$ cat src/rtl/mul_arbiter.sv
// Round-robin arbiter and sequencer sharing one 8x8 multiplier between two
// requesters, with per-port response handshakes and a WAIT-state watchdog.
module mul_arbiter #(
    parameter int unsigned TIMEOUT = 15
) (
    input  logic        clk,
    input  logic        reset,
    input  logic        req0_valid,
    input  logic        req1_valid,
    input  logic [15:0] req0_ba,
    input  logic [15:0] req1_ba,
    output logic        req0_ready,
    output logic        req1_ready,
    output logic        resp0_valid,
    output logic        resp1_valid,
    input  logic        resp0_ready,
    input  logic        resp1_ready,
    output logic [15:0] resp_prod,
    output logic        resp_err,
    output logic        mul_start,
    output logic [15:0] mul_ip_BA,
    input  logic [15:0] mul_op_prod,
    input  logic        mul_ready,
    output logic        busy,
    output logic        grant_id,
    output logic [15:0] op_count
);

    typedef enum logic [1:0] {
        S_IDLE  = 2'd0,
        S_ISSUE = 2'd1,
        S_WAIT  = 2'd2,
        S_RESP  = 2'd3
    } state_t;

    state_t      state_q, state_d;
    logic [15:0] ba_q, ba_d;
    logic [15:0] prod_q, prod_d;
    logic        err_q, err_d;
    logic [15:0] op_count_q, op_count_d;
    logic        grant_q, grant_d;
    logic        last_grant_q, last_grant_d;
    logic [7:0]  wait_cnt_q, wait_cnt_d;

    logic winner;
    logic accept;
    logic resp_hs;
    logic timeout_hit;

    // On a tie the port that did not win last time gets the grant.
    assign winner      = (req0_valid && req1_valid) ? ~last_grant_q : req1_valid;
    assign req0_ready  = reset && (state_q == S_IDLE) && req0_valid && !winner;
    assign req1_ready  = reset && (state_q == S_IDLE) && req1_valid && winner;
    assign accept      = req0_ready || req1_ready;
    assign mul_start   = (state_q == S_ISSUE) && mul_ready;
    assign resp0_valid = (state_q == S_RESP) && !grant_q;
    assign resp1_valid = (state_q == S_RESP) && grant_q;
    assign resp_hs     = (state_q == S_RESP) && (grant_q ? resp1_ready : resp0_ready);
    assign timeout_hit = (wait_cnt_q == 8'(TIMEOUT - 1));

    assign busy      = (state_q != S_IDLE);
    assign grant_id  = grant_q;
    assign mul_ip_BA = ba_q;
    assign resp_prod = prod_q;
    assign resp_err  = err_q;
    assign op_count  = op_count_q;

    always_comb begin
        state_d      = state_q;
        ba_d         = ba_q;
        prod_d       = prod_q;
        err_d        = err_q;
        op_count_d   = op_count_q;
        grant_d      = grant_q;
        last_grant_d = last_grant_q;
        wait_cnt_d   = wait_cnt_q;
        case (state_q)
            S_IDLE: begin
                if (accept) begin
                    ba_d         = winner ? req1_ba : req0_ba;
                    grant_d      = winner;
                    last_grant_d = winner;
                    state_d      = S_ISSUE;
                end
            end
            S_ISSUE: begin
                if (mul_ready) begin
                    wait_cnt_d = 8'd0;
                    state_d    = S_WAIT;
                end
            end
            S_WAIT: begin
                wait_cnt_d = wait_cnt_q + 8'd1;
                if (mul_ready) begin
                    prod_d  = mul_op_prod;
                    err_d   = 1'b0;
                    state_d = S_RESP;
                end else if (timeout_hit) begin
                    // Forced completion: whatever the multiplier holds is returned, flagged.
                    prod_d  = mul_op_prod;
                    err_d   = 1'b1;
                    state_d = S_RESP;
                end
            end
            S_RESP: begin
                if (resp_hs) begin
                    op_count_d = op_count_q + 16'd1;
                    state_d    = S_IDLE;
                end
            end
            default: state_d = S_IDLE;
        endcase
    end

    always_ff @(posedge clk or negedge reset) begin
        if (!reset) begin
            state_q      <= S_IDLE;
            ba_q         <= 16'd0;
            prod_q       <= 16'd0;
            err_q        <= 1'b0;
            op_count_q   <= 16'd0;
            grant_q      <= 1'b0;
            last_grant_q <= 1'b1;
            wait_cnt_q   <= 8'd0;
        end else begin
            state_q      <= state_d;
            ba_q         <= ba_d;
            prod_q       <= prod_d;
            err_q        <= err_d;
            op_count_q   <= op_count_d;
            grant_q      <= grant_d;
            last_grant_q <= last_grant_d;
            wait_cnt_q   <= wait_cnt_d;
        end
    end

endmodule

$ cat config.mk
export PLATFORM = sky130hd
export DESIGN_NAME = mul_arbiter
export DESIGN_NICKNAME = d
export VERILOG_FILES = /design/src/rtl/mul_arbiter.sv
export SDC_FILE = /design/constraint.sdc
export NUM_CORES = 1
export LEC_CHECK = 0
export ABC_CLOCK_PERIOD_IN_PS = 2000
export BUFFER_PORTS_ARGS = -buffer_cell sky130_fd_sc_hd__buf_4
export CAP_MARGIN = 30
export CORE_ASPECT_RATIO = 1.2
export CORE_UTILIZATION = 44
export DETAILED_ROUTE_END_ITERATION = 8
export PLACE_DENSITY_LB_ADDON = 0.2
export SLEW_MARGIN = 20
export SYNTH_ARGS = -nofsm -noshare
export SYNTH_HDL_FRONTEND = slang
export SYNTH_SLANG_ARGS = --single-unit
$ cat constraint.sdc
create_clock -name clk -period 2 [get_ports clk]
set_clock_uncertainty 0.15 [all_clocks]
set_input_delay 0.1 -clock clk [delete_from_list [all_inputs] [get_ports clk]]
set_output_delay 0.1 -clock clk [all_outputs]
set_load 0.02 [all_outputs]
==> results.txt, run 1 <==
----------------------------------------------------
[Logic synthesis]
  Dominant synthesized flop cell ... sky130_fd_sc_hd__dfrtp_1
  Most common cell in the synthesized netlist ... sky130_fd_sc_hd__dfrtp_1
  Portion of the post-synthesis area used by sequential elements ... a little over half
  Synthesized instance count ... 242
  Fraction of registers with async set or reset after synthesis ... between 90% and 100%
  Share of the synthesized area in the top cell type ... between 50% and 60%
  Count of unique library cells instantiated by Yosys ... 42
  Largest area contributor in the synthesized netlist ... sky130_fd_sc_hd__dfrtp_1
  Parity-gate share of the synthesized area counting xor and xnor cells ... 5.47%
  Fraction of the mapped netlist area in adder cells ... under 10%
  Post-synth EDFFs ... 0
  Post-synth top cells ... 60 x sky130_fd_sc_hd__dfrtp_1, 28 x sky130_fd_sc_hd__nand2_1, 21 x sky130_fd_sc_hd__o21ai_0
  Simple logic cell fraction of the synthesized area ... between 10% and 20%
  Post-Syn Area per Cell ... approximately 12 µm²
  Number of synthesized register bits ... between 60 and 70
  Net count of the mapped netlist ... 305
  Main combinational cell family by area after synthesis ... multiplexers
  Area of the mapped netlist ... 2880 µm²
  Complex-gate fraction of the synthesized area ... under 10%
  Leading cell types by total area after synthesis ... sky130_fd_sc_hd__dfrtp_1 52%, sky130_fd_sc_hd__mux2i_1 6.6%, sky130_fd_sc_hd__xnor2_1 4.9%
  Share of synthesized area spent on multiplexers ... between 10% and 20%
  Synth warn ... 0

[Floorplan]
  CORE AREA ... 6170 µm²
  Die height ... about 90 µm
  Top-level port count ... about 110
  Horizontal die dimension ... ~76 µm
  Initial Util ... between 40 and 50%
  Die area ... just under 7000 µm²
  Total number of placement rows ... 31

[Final layout]
  Nets@finish ... approximately 480
  Final Util ... between 70% and 80%
  Fraction of final layout cells sized beyond drive strength 1 ... about two fifths
  Area added between synthesis and finish ... 61.5%
  Antenna diode count ... 0
  Post-route cell area ... ~4700 µm²

[GRT]
  Via count of the first global-routing pass ... ~2600
  Global-route wire length before repair ... 11900 µm
  Largest net degree at the start of global routing ... 33
  Antenna violations before repair ... 0
  Total overflow reported by the global router ... 0
  Total GRT Usage ... 23.2%

[Setup path]
  Endpoint class of the critical path ... register
  Critical path type ... input pin to register
  CP startpoint kind ... input pin
  Max Fanout on Critical Path ... 8
  Worst endpoint data arrival time ... slightly above 2000 ps
  R2r setup slk ... about 30 ps
  Number of cells on the worst reg-to-reg path ... 5
  Required time at the worst-slack endpoint ... 2040 ps

[Timing]
  Unrepaired setup endpoints after global routing ... yes
  Final setup violation count ... 0
  Peak clock frequency supported by timing ... 0.501 GHz
  Final clock period utilization by the worst path ... between 90% and 100%
  Final-layout setup total negative slack ... 0 ps
  Min Tclk post-route ... about 2000 ps
  Max transition margin ... between 60% and 70%
  Pins over their slew limit ... 0
  Worst Max-Slew Pin Slew ... between 500 and 600 ps
  Hold Violations, Final ... 0

[Power and ir drop]
  Maximum vdd drop ... a little over 0.0008 V
  Leak pwr ... roughly 2.3 nW
  Total Power Consumption ... around 6.1 mW
  Cell Pwr Density ... around 1300 nW/µm²

[Clocking]
  Maximum number of buffers from clock root to sink ... 2
  Root Buffer Master ... sky130_fd_sc_hd__clkbuf_8
  Clock latency on the worst-skew pair ... between 300 and 400 ps
  Total CTS buffers ... 9
  Register clock-pin slew on the reported worst setup and hold paths ... 70 ps
  TritonCTS Sinks ... 61
  H-tree levels ... 3
  TritonCTS clock tree ... built

[Detailed routing]
  Detailed-route via count ... between 2000 and 3000
  Number of design rule violations left after detail routing ... 0
  Number of vias per cell after detailed routing ... 5.01
  Detailed router's first-iteration violation count ... between 100 and 150
  Total wirelength of the detailed-routed design ... around 8000 µm
  1st-pass router iterations ... 4
  Detailed-route wire length per cell ... ~15 µm
  Final antenna-violating net count ... 0

[Placement]
  Placed Area ... between 3000 and 4000 µm²
  Quantity of I/O buffers inserted on ports ... 110
  Final weighted congestion in routability-driven placement ... 0.726
  Post-DP HPWL ... 4610 µm

[Min path]
  Hold Crit Class ... input pin to register
  Hold Path Depth ... 3

[Run]
  Max Cap Viol ... 0

[Status]
  Result of the run ... completed

----------------------------------------------------
-- final cells by class --
cell class                 count  area [µm²]
clock buffer                  12         155
timing repair buffer         174        1460
tap                           82         103
clock inverter                 4        70.1
fill                         389        1510
sequential                    61        1530
multi-input combinational    166        1320
inverter                       7        26.3
-- flip-flops by register name, summed over array words and instances (netlist names) --
register      flops
state_q           2
wait_cnt_q        8
mul_ip_BA        16
resp_prod        16
op_count         16
grant_id          1
last_grant_q      1
resp_err          1
-- final timing paths --
check,start,end
worst min register to register,op_count[15],op_count[15]
worst max register to register,last_grant_q,mul_ip_BA[12]
worst max-delay path,req0_valid,mul_ip_BA[12]
max in group asynchronous,reset,last_grant_q
worst min-delay path,req1_ba[3],mul_ip_BA[3]
min in group asynchronous,reset,op_count[5]
-- metal layers --
layer	up-vias	GRT usage [%]	share of wire, %
met3	19	6.25	6.4
li1	1200	-	-
met5	-	0	0
met1	1228	26.0	38
met4	0	10.8	3.3
met2	89	39.5	52
-- cells in the final DEF, fill, tap and decap left out, types with 2 or more instances in the layout --
| master | instances |
|---|---|
| sky130_fd_sc_hd__clkbuf_8 | 11 |
| sky130_fd_sc_hd__and3_1 | 5 |
| sky130_fd_sc_hd__nand2b_1 | 3 |
| sky130_fd_sc_hd__mux2_4 | 9 |
| sky130_fd_sc_hd__o21ai_0 | 21 |
| sky130_fd_sc_hd__and2_1 | 2 |
| sky130_fd_sc_hd__nand2_1 | 28 |
| sky130_fd_sc_hd__clkinv_2 | 2 |
| sky130_fd_sc_hd__buf_4 | 120 |
| sky130_fd_sc_hd__a22o_1 | 2 |
| sky130_fd_sc_hd__dfrtp_1 | 60 |
| sky130_fd_sc_hd__inv_1 | 7 |
| sky130_fd_sc_hd__bufinv_16 | 2 |
| sky130_fd_sc_hd__nand3_1 | 9 |
| sky130_fd_sc_hd__mux2i_1 | 18 |
| sky130_fd_sc_hd__xor2_1 | 2 |
| sky130_fd_sc_hd__ha_1 | 7 |
| sky130_fd_sc_hd__xnor2_1 | 16 |
| sky130_fd_sc_hd__nand4_1 | 5 |
| sky130_fd_sc_hd__nor3_1 | 2 |
| sky130_fd_sc_hd__nor2b_1 | 3 |
| sky130_fd_sc_hd__mux2i_2 | 2 |
| sky130_fd_sc_hd__mux2_2 | 9 |
| sky130_fd_sc_hd__dlygate4sd3_1 | 50 |
| sky130_fd_sc_hd__nor2_1 | 5 |
-- critical path, stage by stage --
cell and delay, ps:
sky130_fd_sc_hd__dlygate4sd3_1 550, sky130_fd_sc_hd__buf_4 160, sky130_fd_sc_hd__a21boi_4 180, sky130_fd_sc_hd__buf_8 170
sky130_fd_sc_hd__mux2i_1 170, sky130_fd_sc_hd__dlygate4sd3_1 560, sky130_fd_sc_hd__o21ai_0 120
-- cells by family (layout without fill, tap and decap cells) --
group                      Yosys count  after routing
xor gates and xnor gates            18             18
muxes                               38             38
and+or+nand+nor                     70             70
adders and majority gates            8              8
DFF                                 61             61
buffers and inverters               15            197
AOI/OAI and AO/OA                   32             32
-- repair_timing --
action / CTS / global route
hold endpoints to repair: 95 / 2
hold buffers: 52 / 2
setup endpoints to repair: 0 / 16
buffers inserted: 0 / 3
resized for setup: 0 / 11
-- report_power, final --
part | internal [mW] | switching [mW]
Combinational | 1.36 | 1.43
Clock | 0.766 | 0.470
Sequential | 1.70 | 0.364
-- per-stage QoR --
stage | std cells | hold WS, ps | setup WS, ps
2_1_floorplan | 242 | -346 | 135
3_3_place_gp | 435 | -53.9 | 183
3_5_place_dp | 435 | -55.3 | 151
4_1_cts | 503 | 160 | 45.1
5_1_grt | 506 | 53.1 | -29.6
6_report | 506 | 2.96 | 2.31
Power figures use the tool's default switching activity.
==> run 2, diff against run 1 <==
--- a/config.mk
+++ b/config.mk
@@ -6,11 +6,11 @@
 export NUM_CORES = 1
 export LEC_CHECK = 0
 export ABC_CLOCK_PERIOD_IN_PS = 2000
-export BUFFER_PORTS_ARGS = -buffer_cell sky130_fd_sc_hd__buf_4
 export CAP_MARGIN = 30
 export CORE_ASPECT_RATIO = 1.2
-export CORE_UTILIZATION = 44
+export CORE_UTILIZATION = 50
 export DETAILED_ROUTE_END_ITERATION = 8
+export DONT_BUFFER_PORTS = 1
 export PLACE_DENSITY_LB_ADDON = 0.2
 export SLEW_MARGIN = 20
 export SYNTH_ARGS = -nofsm -noshare
==> run 2 against run 1 <==
  * Power is 15% lower
  * Worst setup slack better by 50 ps
  * The run now ends with DRC left
  * Clock-buffer cell count is 1 lower
  * Largest cell class unchanged
  * Core utilization is 5.5 points lower
  * Critical path depth is 2 lower
  * Highest routed layer unchanged
  * Wire length is 15% lower
  * Die area is 12% lower
  * Global-route usage is 0.57 points lower
==> results.txt, run 2 (same netlist as run 1, synthesis figures left out) <==
----------------------------------------------------
[Status]
  Result of the run ... finished with violations (was completed)
  Failing checks ... DRC

[Detailed routing]
  Detailed-route wire length per cell ... 17.5 µm (was 15.4 µm)
  Number of vias per cell after detailed routing ... 5.54 (was 5.01)
  Number of design rule violations left after detail routing ... 9 (was 0)
  Detailed router's first-iteration violation count ... 106 (was 134)
  Total wirelength of the detailed-routed design ... 6630 µm (was 7780 µm)
  Met3 wire length ... 402 µm (was 496 µm)
  1st-pass router iterations ... 6 (was 4)
  Met1 Routed Length ... 2590 µm (was 2970 µm)
  Uppermost metal layer occupied by signal nets ... met4 (unchanged)
  Final antenna-violating net count ... 0 (unchanged)
  Detail Route met2 WL ... 3480 µm (was 4060 µm)
  Detailed-route via count ... 2098 (was 2536)

[Setup path]
  Worst path max stage delay ... 620 ps (was 560 ps)
  Series of cell instances along the critical path ... a21boi_2, buf_4, mux2i_1, dlygate4sd3_1, o21ai_2 (was dlygate4sd3_1, buf_4, a21boi_4, buf_8, mux2i_1, dlygate4sd3_1, o21ai_0)
  Critical path type ... register to register (was input pin to register)
  Crit-path slowest cell ... sky130_fd_sc_hd__dlygate4sd3_1 (unchanged)
  Required time at the worst-slack endpoint ... 2060 ps (was 2040 ps)
  CP startpoint kind ... register (was input pin)
  Worst endpoint data arrival time ... 2000 ps (was 2040 ps)
  Endpoint class of the critical path ... register (unchanged)
  Max Fanout on Critical Path ... 10 (was 8)

[Timing]
  Hold Slack ... 11.9 ps (was 2.96 ps)
  Hold Violations, Final ... 0 (unchanged)
  Worst Max-Slew Pin Slew ... 544 ps (was 509 ps)
  Min Tclk post-route ... 1950 ps (was 2000 ps)
  Final-layout setup total negative slack ... 0 ps (unchanged)
  Pins over their slew limit ... 0 (unchanged)
  Max transition margin ... 63.0% (was 65.4%)
  Peak clock frequency supported by timing ... 0.514 GHz (was 0.501 GHz)
  Unrepaired setup endpoints after global routing ... no (was yes)
  Final setup violation count ... 0 (unchanged)
  Final clock period utilization by the worst path ... 97.4% (was 99.9%)

[Placement]
  Placed Area ... 3030 µm² (was 3850 µm²)
  Post-DP HPWL ... 3880 µm (was 4610 µm)
  Final weighted congestion in routability-driven placement ... 0.747 (was 0.726)
  Quantity of I/O buffers inserted on ports ... 0 (was 110)

[Final layout]
  Fraction of final layout cells sized beyond drive strength 1 ... 18.9% (was 39.4%)
  Leading cell type in the layout, fill and taps excluded ... sky130_fd_sc_hd__dfrtp_1 (was sky130_fd_sc_hd__buf_4)
  Antenna diode count ... 0 (unchanged)
  Post-route cell area ... 3790 µm² (was 4660 µm²)
  Filler instances ... 378 (was 389)
  Final Util ... 70.0% (was 75.5%)
  Most used cells in the layout excluding fill and tap cells ... 60 x sky130_fd_sc_hd__dfrtp_1, 53 x sky130_fd_sc_hd__dlygate4sd3_1, 28 x sky130_fd_sc_hd__nand2_1, 19 x sky130_fd_sc_hd__o21ai_0, 18 x sky130_fd_sc_hd__mux2i_1 (was 120 x sky130_fd_sc_hd__buf_4, 60 x sky130_fd_sc_hd__dfrtp_1, 50 x sky130_fd_sc_hd__dlygate4sd3_1, 28 x sky130_fd_sc_hd__nand2_1, 21 x sky130_fd_sc_hd__o21ai_0)
  Nets@finish ... 376 (was 482)
  Area added between synthesis and finish ... 31.3% (was 61.5%)

[Power and ir drop]
  Total Power Consumption ... 5.15 mW (was 6.09 mW)
  Cell Pwr Density ... 1360 nW/µm² (was 1310 nW/µm²)
  Leak pwr ... 1.76 nW (was 2.32 nW)
  Share of total power consumed by net switching ... 40.9% (was 37.2%)
  Clock network fraction of total power ... 18.8% (was 20.3%)
  Reported net switching power ... 2.11 mW (was 2.26 mW)
  Power Internal ... 3.04 mW (was 3.82 mW)
  Proportion of power drawn by combinational gates ... 33.1% (was 45.7%)
  Power share of the sequential group ... 48.1% (was 33.9%)
  Maximum vdd drop ... 0.000971 V (was 0.000816 V)

[Floorplan]
  Horizontal die dimension ... 71.3 µm (was 75.9 µm)
  Total number of placement rows ... 29 (was 31)
  CORE AREA ... 5410 µm² (was 6170 µm²)
  Top-level port count ... 111 (unchanged)
  Die height ... 85.2 µm (was 90.7 µm)
  Die area ... 6070 µm² (was 6880 µm²)
  Initial Util ... 53.3% (was 46.7%)

[GRT]
  Antenna violations before repair ... 0 (unchanged)
  Total GRT Usage ... 22.7% (was 23.2%)
  Via count of the first global-routing pass ... 2194 (was 2625)
  Largest net degree at the start of global routing ... 64 (was 33)
  Global-route wire length before repair ... 10400 µm (was 11900 µm)
  Total overflow reported by the global router ... 0 (unchanged)

[Clocking]
  Total CTS buffers ... 9 (unchanged)
  H-tree levels ... 3 (unchanged)
  Clock latency on the worst-skew pair ... 330 ps (about the same)
  Root Buffer Master ... sky130_fd_sc_hd__clkbuf_8 (unchanged)
  TritonCTS Sinks ... 61 (unchanged)
  Maximum number of buffers from clock root to sink ... 2 (unchanged)
  Register clock-pin slew on the reported worst setup and hold paths ... 70 ps (about the same)
  TritonCTS clock tree ... built (unchanged)

[Run]
  Max Cap Viol ... 0 (unchanged)

[Min path]
  Hold Crit Class ... input pin to register (unchanged)

----------------------------------------------------
## run 2: cell count changes in the layout (fill, tap and decap cells not counted), moves of 2 or more
cell,delta
sky130_fd_sc_hd__buf_4,-106
sky130_fd_sc_hd__bufinv_16,-2
sky130_fd_sc_hd__o21ai_0,-2
sky130_fd_sc_hd__dlygate4sd3_1,+3
## run 2: cell type report
type	count	area (µm²)	share of cell area, %
Sequential cell	61	1530	40.4
Multi-Input combinational cell	166	1320	34.8
Timing Repair Buffer	68	663	17.5
Clock buffer	11	151	4.00
Tap cell	62	77.6	2.05
Inverter	7	26.3	0.694
Clock inverter	4	23.8	0.628
## run 2: critical path: cells and delay by family, from the launching register on
| kind | cells | cell delay, ps |
|---|---|---|
| buf+inv | 2 | 810 |
| flops | 1 | 550 |
| mux | 1 | 170 |
| compound gates | 2 | 140 |
## run 2: metal layers
metal  track usage (%)  vias up
met3              6.06       13
met4              10.7        0
li1                  -      989
met1              25.1     1015
met5                 0        -
met2              40.0       81
## run 2: metrics by stage
step | setup WS (ps) | instances
after floorplan | 135 | 242
after global placement | 120 | 310
after detailed placement | 42.5 | 310
after CTS | 37.4 | 378
after global routing | 2.62 | 379
final | 52.6 | 379
## run 2: worst paths after layout
path	start	endpoint	slack, ps	cells past startpoint
max in group asynchronous	reset	last_grant_q	1160	2
hold / removal	mul_ready	state_q[0]	10	3
hold reg to reg	last_grant_q	last_grant_q	350	2
min in group asynchronous	reset	mul_ip_BA[6]	230	2
setup reg to reg	last_grant_q	mul_ip_BA[2]	50	5
setup / recovery	last_grant_q	mul_ip_BA[2]	50	5
## run 2: timing repair
action	4_1_cts	5_1_grt
hold buffers	53	1
pin swaps	0	1
endpoints found under the hold margin	97	5
setup buffers	0	0
resized for setup	1	7
endpoints found under the setup margin	1	8
## run 2: power by group through the flow
stage	sequential, mW	clock (mW)	combinational (mW)
3_3_place_gp	2.48	0	1.43
2_1_floorplan	2.49	0	1.05
4_1_cts	2.48	0.992	1.64
5_1_grt	2.53	1.03	1.87
6_report	2.48	0.968	1.70
3_5_place_dp	2.50	0	1.48
==> run 3, diff against run 2 <==
--- a/config.mk
+++ b/config.mk
@@ -9,9 +9,11 @@
 export CAP_MARGIN = 30
 export CORE_ASPECT_RATIO = 1.2
 export CORE_UTILIZATION = 50
+export CTS_CLUSTER_DIAMETER = 30
 export DETAILED_ROUTE_END_ITERATION = 8
 export DONT_BUFFER_PORTS = 1
 export PLACE_DENSITY_LB_ADDON = 0.2
+export SETUP_SLACK_MARGIN = 0.4
 export SLEW_MARGIN = 20
 export SYNTH_ARGS = -nofsm -noshare
 export SYNTH_HDL_FRONTEND = slang
==> run 3 against run 2 <==
  * The flow finishes with violations (DRC, hold timing)
  * Cell count grew 3.7%
  * Via count grew 5.1%
  * Clock power grew 27%
  * Sequential share of layout area shrank 3.5 points
  * Worst hold slack lost 720 ps
==> results.txt, run 3 (same netlist as run 1, synthesis figures left out) <==
----------------------------------------------------
[Detailed routing]
  1st-pass router iterations ... 6 (unchanged)
  Detailed router's first-iteration violation count ... 150 (was 106)
  Detailed-route via count ... 2206 (was 2098)
  Detailed-route wire length per cell ... 18.3 µm (was 17.5 µm)
  Number of vias per cell after detailed routing ... 5.61 (was 5.54)
  Total wirelength of the detailed-routed design ... 7200 µm (was 6630 µm)
  Number of design rule violations left after detail routing ... 11 (was 9)
  Final antenna-violating net count ... 0 (unchanged)

[Setup path]
  Endpoint of the worst register-to-register path ... resp_prod[12] (was mul_ip_BA[2])
  Endpoint class of the critical path ... register (unchanged)
  Critical path type ... register to register (unchanged)
  Worst endpoint data arrival time ... 1970 ps (was 2000 ps)
  Required time at the worst-slack endpoint ... 2080 ps (was 2060 ps)
  CP startpoint kind ... register (unchanged)
  Number of cells on the worst reg-to-reg path ... 7 (was 5)
  R2r setup slk ... 120 ps (was 50 ps)
  Worst r2r src ... wait_cnt_q[0] (was last_grant_q)
  Crit path capture ... resp_prod[12] (was mul_ip_BA[2])
  Source of the critical timing path ... wait_cnt_q[0] (was last_grant_q)
  Max Fanout on Critical Path ... 8 (was 10)

[Status]
  Result of the run ... finished with violations (unchanged)
  Failing checks ... DRC, hold timing (was DRC)

[Placement]
  Quantity of I/O buffers inserted on ports ... 0 (unchanged)
  Dpl ws ... -4.13 ps (was 42.5 ps)
  Post-DP HPWL ... 3830 µm (was 3880 µm)
  Final weighted congestion in routability-driven placement ... 0.753 (was 0.747)

[Timing]
  Unrepaired setup endpoints after global routing ... yes (was no)
  Worst Max-Slew Pin Slew ... 357 ps (was 544 ps)
  Min Tclk post-route ... 1880 ps (was 1950 ps)
  Peak clock frequency supported by timing ... 0.531 GHz (was 0.514 GHz)
  Pins over their slew limit ... 0 (unchanged)
  Hold Violations, Final ... 63 (was 0)
  Hold Slack ... -704 ps (was 11.9 ps)
  Final-layout setup total negative slack ... 0 ps (unchanged)
  Final worst slack ... 116 ps (was 52.6 ps)
  Final setup violation count ... 0 (unchanged)
  Max transition margin ... 75.7% (was 63.0%)
  Final clock period utilization by the worst path ... 94.2% (was 97.4%)

[Final layout]
  Most used cells in the layout excluding fill and tap cells ... 54 x sky130_fd_sc_hd__dlygate4sd3_1, 54 x sky130_fd_sc_hd__dfrtp_1, 25 x sky130_fd_sc_hd__nand2_1, 19 x sky130_fd_sc_hd__o21ai_0, 18 x sky130_fd_sc_hd__mux2i_1 (was 60 x sky130_fd_sc_hd__dfrtp_1, 53 x sky130_fd_sc_hd__dlygate4sd3_1, 28 x sky130_fd_sc_hd__nand2_1, 19 x sky130_fd_sc_hd__o21ai_0, 18 x sky130_fd_sc_hd__mux2i_1)
  Filler instances ... 314 (was 378)
  Nets@finish ... 389 (was 376)
  Area added between synthesis and finish ... 44.5% (was 31.3%)
  Antenna diode count ... 0 (unchanged)
  Fraction of final layout cells sized beyond drive strength 1 ... 31.1% (was 18.9%)

[Power and ir drop]
  Power share of the sequential group ... 43.9% (was 48.1%)
  Proportion of power drawn by combinational gates ... 35.2% (was 33.1%)
  Power Internal ... 3.55 mW (was 3.04 mW)
  Leak pwr ... 1.88 nW (was 1.76 nW)
  Cell Pwr Density ... 1410 nW/µm² (was 1360 nW/µm²)
  Total Power Consumption ... 5.89 mW (was 5.15 mW)
  Maximum vdd drop ... 0.00133 V (was 0.000971 V)
  Share of total power consumed by net switching ... 39.7% (was 40.9%)
  Clock network fraction of total power ... 20.9% (was 18.8%)
  Reported net switching power ... 2.34 mW (was 2.11 mW)

[Floorplan]
  Horizontal die dimension ... 71.3 µm (unchanged)
  Initial Util ... 53.3% (unchanged)
  Die area ... 6070 µm² (unchanged)
  Die height ... 85.2 µm (unchanged)
  Top-level port count ... 111 (unchanged)
  CORE AREA ... 5410 µm² (unchanged)
  Total number of placement rows ... 29 (unchanged)

[GRT]
  Largest net degree at the start of global routing ... 67 (was 64)
  Via count of the first global-routing pass ... 2202 (was 2194)
  Global-route wire length before repair ... 10700 µm (was 10400 µm)
  Total GRT Usage ... 23.8% (was 22.7%)
  Antenna violations before repair ... 0 (unchanged)
  Total overflow reported by the global router ... 0 (unchanged)

[Clocking]
  Register clock-pin slew on the reported worst setup and hold paths ... 80 ps (was 70 ps)
  Total CTS buffers ... 9 (unchanged)
  TritonCTS Sinks ... 61 (unchanged)
  Maximum number of buffers from clock root to sink ... 2 (unchanged)
  TritonCTS clock tree ... built (unchanged)
  Root Buffer Master ... sky130_fd_sc_hd__clkbuf_8 (unchanged)
  Clock latency on the worst-skew pair ... 340 ps (was 330 ps)
  H-tree levels ... 3 (unchanged)

[Min path]
  Hold Crit Class ... input pin to asynchronous set/reset pin (was input pin to register)

[Run]
  Max Cap Viol ... 0 (unchanged)

----------------------------------------------------
[run 3: changes by cell type in the layout (fill, tap and decap cells not counted), sizes merged]
cell,delta
buf,+12
bufinv,+2
clkbuf,-2
clkinv,-1
clkinvlp,+1
dlygate4sd3,+1
inv,+1
[run 3: metal layers]
layer,GRT usage [%],part of all wire [%],vias to the layer above,wire [µm]
li1,-,-,1021,-
met1,27.5,38,1078,2750
met2,39.9,53,88,3790
met3,9.14,6.6,19,478
met4,8.55,2.5,0,183
met5,0,0,-,0
[run 3: how the worst min path moves through the flow]
stage,startpoint,end,slack [ps],depth (start not counted)
floorplan,reset,grant_id,-350,0
global placement,reset,mul_ip_BA[6],-340,0
detailed placement,reset,mul_ip_BA[6],-340,0
CTS,reset,resp_prod[9],-720,0
global route,reset,op_count[13],-740,0
finish,reset,mul_ip_BA[6],-700,0
[run 3: power by group through the flow]
stage | Sequential, mW | Combinational, mW | Clock, mW
CTS | 2.56 | 1.80 | 1.25
floorplan | 2.49 | 1.12 | 0
detailed placement | 2.56 | 1.43 | 0
global route | 2.63 | 2.25 | 1.31
global placement | 2.55 | 1.39 | 0
finish | 2.58 | 2.07 | 1.23
[run 3: layout make-up]
class                           count  area, µm²  share of cell area (%)
Sequential cell                    61       1540                    36.9
Multi-Input combinational cell    166       1500                    36.1
Timing Repair Buffer               81        797                    19.1
Clock buffer                        9        124                    2.97
Clock inverter                      7       98.8                    2.37
Tap cell                           62       77.6                    1.86
Inverter                            7       28.8                   0.691
[run 3: critical path, cell delays in order (launching register included)]
cell	delay [ps]
sky130_fd_sc_hd__dfrtp_1	390
sky130_fd_sc_hd__inv_1	70
sky130_fd_sc_hd__ha_1	160
sky130_fd_sc_hd__nand4b_1	160
sky130_fd_sc_hd__nor4_4	260
sky130_fd_sc_hd__o21ai_4	130
sky130_fd_sc_hd__buf_8	160
sky130_fd_sc_hd__mux2_4	300
[run 3: metrics by stage]
stage | instances | utilization, % | area (µm²) | hold slack, ps
final | 393 | 77.0 | 4170 | -704
after global routing | 393 | 77.0 | 4170 | -736
after CTS | 386 | 73.8 | 3990 | -723
after detailed placement | 305 | 56.0 | 3030 | -344
after global placement | 305 | 56.0 | 3030 | -344
after floorplan | 242 | - | 2920 | -346
[run 3: timing repair]
item | CTS | global route
resized for setup | 24 | 32
buffers inserted | 12 | 6
endpoints found under the hold margin | 98 | 65
gates cloned | 0 | 0
pin swaps | 8 | 14
hold buffers | 53 | 1
setup endpoints to repair | 58 | 56
